File: src/rtl/agc_sequencer.sv
// AGC control sequencer: owns pc, steps each instruction FETCH/[IDX]/DECODE/EX1..EX3 and drives all datapath controls.
// 3-5 cycles per instruction (+1 when indexed); halt_req stalls in HALT at instruction boundaries. Option: AGC_SEQ_INDEX_EN.
module agc_sequencer (
  input  logic        clk,
  input  logic        reset,
  input  logic [15:0] b_word,
  input  logic        x_sign,
  input  logic        x_zero,
  input  logic        halt_req,
  output logic [11:0] pc_addr,
  output logic [2:0]  alu_op,
  output logic [1:0]  MAddr_MUX,
  output logic [1:0]  A_MUX,
  output logic [1:0]  X_MUX,
  output logic [1:0]  Y_MUX,
  output logic [1:0]  Z_MUX,
  output logic [1:0]  Q_MUX,
  output logic        LP_MUX,
  output logic        B_MUX,
  output logic        LP_WE,
  output logic        G_WE,
  output logic        Q_WE,
  output logic        B_WE,
  output logic        A_WE,
  output logic        Y_WE,
  output logic        X_WE,
  output logic        Z_WE,
  output logic        mem_WE,
  output logic        instr_done,
  output logic        halted
);

  typedef enum logic [2:0] {RST, FETCH, IDX, DECODE, EX1, EX2, EX3, HALT} state_t;

  localparam logic [2:0] OP_TC    = 3'd0;
  localparam logic [2:0] OP_CCS   = 3'd1;
  localparam logic [2:0] OP_INDEX = 3'd2;
  localparam logic [2:0] OP_XCH   = 3'd3;
  localparam logic [2:0] OP_CS    = 3'd4;
  localparam logic [2:0] OP_TS    = 3'd5;
  localparam logic [2:0] OP_AD    = 3'd6;
  localparam logic [2:0] OP_MASK  = 3'd7;

  localparam logic [2:0] ALU_ADD = 3'd0;
  localparam logic [2:0] ALU_SUB = 3'd1;
  localparam logic [2:0] ALU_AND = 3'd2;

  localparam logic [1:0] MA_PC = 2'd0;
  localparam logic [1:0] MA_S  = 2'd1;

  state_t      state, nextState;
  logic [11:0] pc;
  logic [2:0]  opcode;
  logic        indexPending;
  logic        lastEx;
  logic        unusedParity;

  assign unusedParity = b_word[0];

  always_ff @(posedge clk) begin
    if (reset) begin
      state  <= RST;
      pc     <= 12'd0;
      opcode <= OP_TC;
    end else begin
      state <= nextState;
      if (state == DECODE) begin
        opcode <= b_word[15:13];
        pc     <= pc + 12'd1;
      end else if (state == EX1 && opcode == OP_TC) begin
        pc <= b_word[12:1];
      end else if (state == EX2 && opcode == OP_CCS) begin
        // skip encodes >0, +0, <0, -0 as 0..3
        pc <= pc + {10'd0, x_sign, x_zero};
      end
    end
  end

`ifdef AGC_SEQ_INDEX_EN
  always_ff @(posedge clk) begin
    if (reset) begin
      indexPending <= 1'b0;
    end else if (state == EX1 && opcode == OP_INDEX) begin
      indexPending <= 1'b1;
    end else if (state == IDX) begin
      indexPending <= 1'b0;
    end
  end
`else
  assign indexPending = 1'b0;
`endif

  always_comb begin
    nextState  = state;
    pc_addr    = pc;
    alu_op     = ALU_ADD;
    MAddr_MUX  = MA_PC;
    A_MUX      = 2'd0;
    X_MUX      = 2'd0;
    Y_MUX      = 2'd0;
    Z_MUX      = 2'd0;
    Q_MUX      = 2'd0;
    LP_MUX     = 1'b0;
    B_MUX      = 1'b0;
    LP_WE      = 1'b0;
    G_WE       = 1'b0;
    Q_WE       = 1'b0;
    B_WE       = 1'b0;
    A_WE       = 1'b0;
    Y_WE       = 1'b0;
    X_WE       = 1'b0;
    Z_WE       = 1'b0;
    mem_WE     = 1'b0;
    lastEx     = 1'b0;
    unique case (state)
      RST:    nextState = FETCH;
      FETCH: begin
        B_WE = 1'b1;
        if (indexPending) begin
          // load X from Z and Y from memory so IDX can add the index into B
          X_WE      = 1'b1;
          X_MUX     = 2'd1;
          Y_WE      = 1'b1;
          nextState = IDX;
        end else begin
          nextState = DECODE;
        end
      end
      IDX: begin
        B_WE      = 1'b1;
        B_MUX     = 1'b1;
        nextState = DECODE;
      end
      DECODE: nextState = EX1;
      EX1: begin
        nextState = EX2;
        case (opcode)
          OP_TC:  lastEx = 1'b1;
          OP_CCS: begin
            MAddr_MUX = MA_S;
            X_WE      = 1'b1;
            Y_WE      = 1'b1;
            Y_MUX     = 2'd2;
          end
          OP_INDEX: begin
`ifdef AGC_SEQ_INDEX_EN
            MAddr_MUX = MA_S;
            Z_WE      = 1'b1;
`endif
            lastEx = 1'b1;
          end
          OP_XCH: begin
            MAddr_MUX = MA_S;
            G_WE      = 1'b1;
          end
          OP_CS: begin
            MAddr_MUX = MA_S;
            A_WE      = 1'b1;
          end
          OP_TS: begin
            MAddr_MUX = MA_S;
            mem_WE    = 1'b1;
            lastEx    = 1'b1;
          end
          default: begin
            MAddr_MUX = MA_S;
            X_WE      = 1'b1;
            Y_WE      = 1'b1;
            Y_MUX     = 2'd1;
          end
        endcase
      end
      EX2: begin
        nextState = EX3;
        case (opcode)
          OP_CCS: begin
            alu_op = ALU_SUB;
            A_WE   = 1'b1;
            A_MUX  = 2'd1;
            lastEx = 1'b1;
          end
          OP_XCH: begin
            MAddr_MUX = MA_S;
            mem_WE    = 1'b1;
          end
          OP_CS: begin
            A_WE   = 1'b1;
            A_MUX  = 2'd2;
            lastEx = 1'b1;
          end
          OP_AD: begin
            alu_op = ALU_ADD;
            A_WE   = 1'b1;
            A_MUX  = 2'd1;
            lastEx = 1'b1;
          end
          OP_MASK: begin
            alu_op = ALU_AND;
            A_WE   = 1'b1;
            A_MUX  = 2'd1;
            lastEx = 1'b1;
          end
          default: lastEx = 1'b1;
        endcase
      end
      EX3: begin
        A_WE   = 1'b1;
        A_MUX  = 2'd3;
        lastEx = 1'b1;
      end
      HALT:    nextState = halt_req ? HALT : FETCH;
      default: nextState = RST;
    endcase
    if (lastEx) nextState = halt_req ? HALT : FETCH;
    instr_done = lastEx;
    halted     = (state == HALT);
  end

endmodule
File: config.mk
export PLATFORM = sky130hd
export DESIGN_NAME = agc_sequencer
export DESIGN_NICKNAME = d
export VERILOG_FILES = /design/src/rtl/agc_sequencer.sv
export SDC_FILE = /design/constraint.sdc
export NUM_CORES = 1
export LEC_CHECK = 0
export CAP_MARGIN = 20
export CORE_ASPECT_RATIO = 0.6
export CORE_MARGIN = 2
export CORE_UTILIZATION = 30
export CTS_BUF_LIST = sky130_fd_sc_hd__clkbuf_16
export CTS_CLUSTER_DIAMETER = 40
export DETAILED_ROUTE_END_ITERATION = 16
export GPL_TIMING_DRIVEN = 0
export PLACE_DENSITY = 0.57
export SLEW_MARGIN = 20
export SYNTH_ARGS = -nofsm -noshare
export SYNTH_HDL_FRONTEND = slang
export SYNTH_SLANG_ARGS = --single-unit
File: constraint.sdc
create_clock -name clk -period 1.7 [get_ports clk]
set_input_delay 0.255 -clock clk [delete_from_list [all_inputs] [get_ports clk]]
set_output_delay 0.255 -clock clk [all_outputs]
set_load 0.02 [all_outputs]
; Word-level counts from Yosys, hierarchy flattened
; Cells that the tools add are included.
[op_classes]
eq_ne = 14
n_mux = 29
reduce_logical = 12
addsub = 2
[op_table]
columns = operator, n
row1 = 2-to-1 mux 12 bit, 3
row2 = "== test 3 bit, second input constant", 8
row3 = case mux 3 bit (6 select lines), 1
row4 = case mux 2 bit (2 select lines), 4
row5 = 2-to-1 mux 1 bit, 13
row6 = "adder 12 x 1 -> 12 bit, second input constant", 1
row7 = adder 12 x 2 -> 12 bit, 1
row8 = "== test 3 x 2 -> 1 bit, second input constant", 4
row9 = nonzero test 7 bit, 1
row10 = "== test 3 x 1 -> 1 bit, second input constant", 2
row11 = zero test 3 bit, 2
row12 = 2-to-1 mux 3 bit, 2
row13 = case mux 1 bit (3 select lines), 2
row14 = OR reduction 3 bit, 2
row15 = OR reduction 5 bit, 1
row16 = 2-to-1 mux 2 bit, 2
row17 = case mux 1 bit (2 select lines), 2
row18 = OR reduction 2 bit, 2
row19 = OR reduction 4 bit, 1
row20 = nonzero test 3 bit, 1
row21 = logical AND 1 bit, 2
[totals]
reg_bits = 18
in_bits = 21

; Logic depth before layout (Yosys ltp)
; Gate-level depths: netlist (run 1).
[depth]
ltp_word = 5
mapped_depth = 8
mapped_depth_nobuf = 8

; Worst setup path before layout (run 1)
; OpenSTA, ideal clock, no wires.
[synth_timing]
path_type = reg-to-output
startpoint = reg opcode[0]
endpoint = out Y_WE
stages_incl_launch_ff = 7
required_ns = 1.445
arrival_ns = 1.855
setup_slack_ns = -0.410
path_cell_list = dfxtp_1 clkbuf_1 nor2b_1 nand2_1 nor3_1 or2_2 buf_4
[synth_via]
elab_chain_cells = 4
elab_cells_between_ends = 8
classes_between = eq/ne (4) / mux (2) / reduce/logical (2)
[synth_rtl]
columns = item, line_no
row1 = from (decl), 53  ; logic [2:0] opcode;
row2 = from (signal assigned), 68  ; opcode <= b_word[15:13];
row3 = "== test 3 x 2 -> 1 bit, or another cell as far along", n/a
row4 = OR reduction 5 bit (no line) *, n/a
row5 = 2-to-1 mux 1 bit * (2 in series), n/a
row6 = to (decl), 25  ; output logic Y_WE,
; Every way passes the cells marked *; elsewhere a longest branch is shown, timed or not.

; Worst setup path after layout (run 1)
[layout_timing]
startpoint = reg state[2]
endpoint = out alu_op[0]
[layout_via]
elab_chain_cells = 2
[layout_rtl]
columns = item, line_no
row1 = from (decl), 51  ; state_t state, nextState;
row2 = from (signal assigned), 66  ; state <= nextState;
row3 = == test 3 bit, 115  ; unique case (state)
row4 = 2-to-1 mux 2 bit, 115
row5 = to (decl), 11  ; output logic [2:0] alu_op,
; No other way between the ends.

==> results of run 1 <==
Yosys cell counts, types with 2 or more instances:
cell type,number,area [um2]
xnor2_1,6,52.55
or2_2,3,18.77
a21oi_1,17,85.08
a21o_1,4,30.03
nor3_1,8,40.04
nand4_1,5,31.28
a31oi_1,3,18.77
and4_1,2,17.52
and2_1,2,12.51
a221oi_1,2,17.52
nand2b_1,5,31.28
nor3b_1,2,15.01
and3_1,3,18.77
a211oi_1,6,45.04
o21ai_0,14,70.07
o21a_1,3,22.52
o211ai_1,3,22.52
or4_1,2,15.01
inv_1,5,18.77
ha_1,3,37.54
clkbuf_1,16,60.06
buf_4,13,97.59
nor2_1,21,78.83
nand3b_1,3,22.52
nand3_1,9,45.04
xor2_1,4,35.03
nor2b_1,4,25.02
and3b_1,2,17.52
dfxtp_1,18,360.4
nand2_1,20,75.07
registers in the layout, summed over array words and instances, names as in the netlist:
name	count
opcode	3
state	3
pc_addr	12
worst paths after layout:
kind | start | endpoint | slack, ns | cells after the start
worst max register to register | state[2] | pc_addr[10] | -0.18 | 6
worst min-delay path | reset | pc_addr[6] | 0.52 | 2
worst max-delay path | state[2] | alu_op[0] | -0.20 | 5
worst min register to register | pc_addr[0] | pc_addr[0] | 0.60 | 2
worst register-to-register path, delay by kind of cell, from the launching register on:
family | cells | cell delay (ns)
buffers and inverters | 1 | 0.17
AO/OA/AOI/OAI | 2 | 0.26
AND/OR/NAND/NOR | 3 | 0.99
flip-flops | 1 | 0.40
area by class of cell:
class	instances	area, um2	share of cell area
Inverter	5	18.77	0.006351
Tap cell	66	82.58	0.02794
Timing Repair Buffer	81	755.7	0.2557
Buffer	30	260.3	0.08806
Clock buffer	3	75.07	0.02540
Multi-Input combinational cell	191	1374	0.4649
Clock inverter	1	3.754	0.001270
Sequential cell	18	385.4	0.1304
cells in the final DEF, fill, tap and decap left out, drive strengths merged, types with 5 or more instances in the layout:
cell / count
a211oi: 6
a21oi: 18
buf: 65
clkbuf: 18
clkdlybuf4s50: 26
conb: 12
dfxtp: 18
inv: 6
nand2: 20
nand2b: 5
nand3: 9
nand4: 5
nor2: 23
nor3: 8
o21ai: 15
xnor2: 6
repair_timing:
action,in CTS,in global routing
endpoints found under the setup margin,29,29
hold buffers,0,0
cloned,2,1
resized for setup,123,55
pin swaps,17,17
buffers inserted,20,14
power by group through the flow:
| stage | clock network (mW) | logic (mW) | registers [mW] |
|---|---|---|---|
| 4_1_cts | 0.499 | 0.671 | 0.506 |
| 3_5_place_dp | 0 | 0.544 | 0.510 |
| 5_1_grt | 0.526 | 0.836 | 0.517 |
| 2_1_floorplan | 0 | 0.341 | 0.520 |
| 6_report | 0.491 | 0.783 | 0.513 |
| 3_3_place_gp | 0 | 0.547 | 0.508 |
stage by stage:
step / cells / TNS [ns] / cell area [um2] / total power, mW / hold slack, ns
after global placement: 356 / -11.54 / 2291 / 1.055 / 0.4928
after detailed placement: 356 / -11.57 / 2291 / 1.054 / 0.4928
after floorplan: 244 / -0.1444 / 1748 / 0.8604 / 0.3910
final: 395 / -1.680 / 2955 / 1.787 / 0.5170
after global routing: 395 / -2.613 / 2955 / 1.879 / 0.5460
after CTS: 381 / -1.052 / 2703 / 1.676 / 0.5216
kinds of logic after synthesis:
family	share of synthesized area
simple gates	0.3135
flops	0.2170
buf+inv	0.1123
other cells	0.002259
mux	0.006029
xor+xnor	0.05275
compound gates	0.2615
fa+ha+maj	0.03467
layer usage:
layer / wire [um] / vias up
li1: - / 1007
met1: 3128 / 973
met2: 2647 / 101
met3: 543 / 16
met4: 94 / 0
met5: 0 / -
==> metrics.md, run 1 <==
| Metric | Value |
|---|---|
| Int Power | `1.155 mW` |
| Layout area overhead | `78.00%` |
| Met2 usage | `0.2529` |
| Die height | `61.63 um` |
| Nature of the critical path endpoint | `primary output` |
| Clock sink total | `18` |
| Final hold violation count | `0` |
| # DRC | `0` |
| Gr usage total | `0.1924` |
| Fin crit period | `1.900 ns` |
| Root Buffer | `clkbuf_16` |
| 1st-iter DRT viols | `254` |
| Clock Latency Late Sink | `0.26 ns` |
| Clock power frac | `0.275` |
| Critical path's slowest cell | `or4b_4` |
| HPWL after detailed placement | `4010 um` |
| Initial antenna violation count | `0` |
| Combinational power share | `0.438` |
| First-pass GRT wire length | `9087 um` |
| Rows | `20` |
| Ys Warns | `0` |
| # fillers | `471` |
| Most Crowded Layer GR | `met1` |
| Total CTS buffers | `3` |
| Initial core utilization | `0.3190` |
| WP buf/inv | `2` |
| Grt total ovfl | `0` |
| Synth unique cells | `55` |
| Width of the die | `100.0 um` |
| RePlAce Congestion | `0.8850` |
| Worst VDD drop | `0.2732 mV` |
| Critical Path Source Type | `register` |
| WS Path Type | `register to primary output` |
| Main synth FF type | `dfxtp_1` |
| MaxCap Viol Count | `0` |
| Final Setup Violations | `15` |
| Routing usage on met3 | `0.04994` |
| Worst rel slew slack | `0.6078` |
| Worst-path maximum fanout | `7` |
| Run status | `finished with violations` |
| Pins Over Slew Limit | `0` |
| Async S/R FF share, synth | `0` |
| Switching power | `0.6315 mW` |
| Yosys reg bits | `18` |
| Tcrit/Tclk final | `1.117` |
| Crit-path leading delay family | `simple AND/OR/NAND/NOR gates` |
| Final wirelength | `6413 um` |
| Slew @ Worst Pin | `0.5884 ns` |
| Final WS setup | `-0.1995 ns` |
| H-tree level count | `1` |
| Register area share after synthesis | `0.2170` |
| Fraction of layout cells with a size suffix above 1 | `0.4012` |
| Synthesized cell area | `1660 um2` |
| CP Data Arrival Time | `1.64 ns` |
| Antenna Cells | `0` |
| Post-synth EDFFs | `0` |
| Total die area | `6165 um2` |
| Req. time, crit path | `1.44 ns` |
| Wire length per cell | `16.24 um` |
| Total number of vias | `2097` |
| Pre-CTS setup slack | `-0.6978 ns` |
| Vias per Instance | `5.309` |
| TritonRoute pass-1 iters | `5` |
| Final net count | `355` |
| RSZ-0062 raised after global routing | `yes` |
| Achievable frequency | `0.5264 GHz` |
| Sequential share of power | `0.287` |
| CTS tree | `done` |
| Failing checks | `negative setup slack` |
| Leak | `1.212 nW` |
| Hold Crit Class | `primary input to register` |
| Critical Path Max Stage Delay | `0.53 ns` |
| I/O Pins | `61` |
| Largest net degree at the start of global routing | `11` |
| ANT nets after route | `0` |
| Vias in the first global route | `1729` |
| Bufs on Longest Clock Path | `2` |
| Pwr Density | `604.6 nW/um2` |
| Fin util | `0.5678` |
| Clock transition at path regs | `0.06 ns` |
| Port bufs | `46` |
| Post-synthesis area per instance | `7.126 um2` |
| Cells along the critical path | `or4b_4, nor2_4, buf_6, nor2_4, buf_6` |
| Core area | `5205 um2` |
| Net Sw Frac | `0.3534` |
| Mapped Cells | `233` |
| Met1 Track Usage GR | `0.3042` |
| Fin Clk Skew | `0.005897 ns` |
(Power assumes the default switching activity.)
==> run 2: changes to the inputs <==
--- a/config.mk
+++ b/config.mk
@@ -11,6 +11,7 @@
 export CORE_UTILIZATION = 30
 export CTS_BUF_LIST = sky130_fd_sc_hd__clkbuf_16
 export CTS_CLUSTER_DIAMETER = 40
+export CTS_CLUSTER_SIZE = 20
 export DETAILED_ROUTE_END_ITERATION = 16
 export GPL_TIMING_DRIVEN = 0
 export PLACE_DENSITY = 0.57
==> results of run 2 <==
The final DEF is identical to that of run 1; final timing and power are the same.
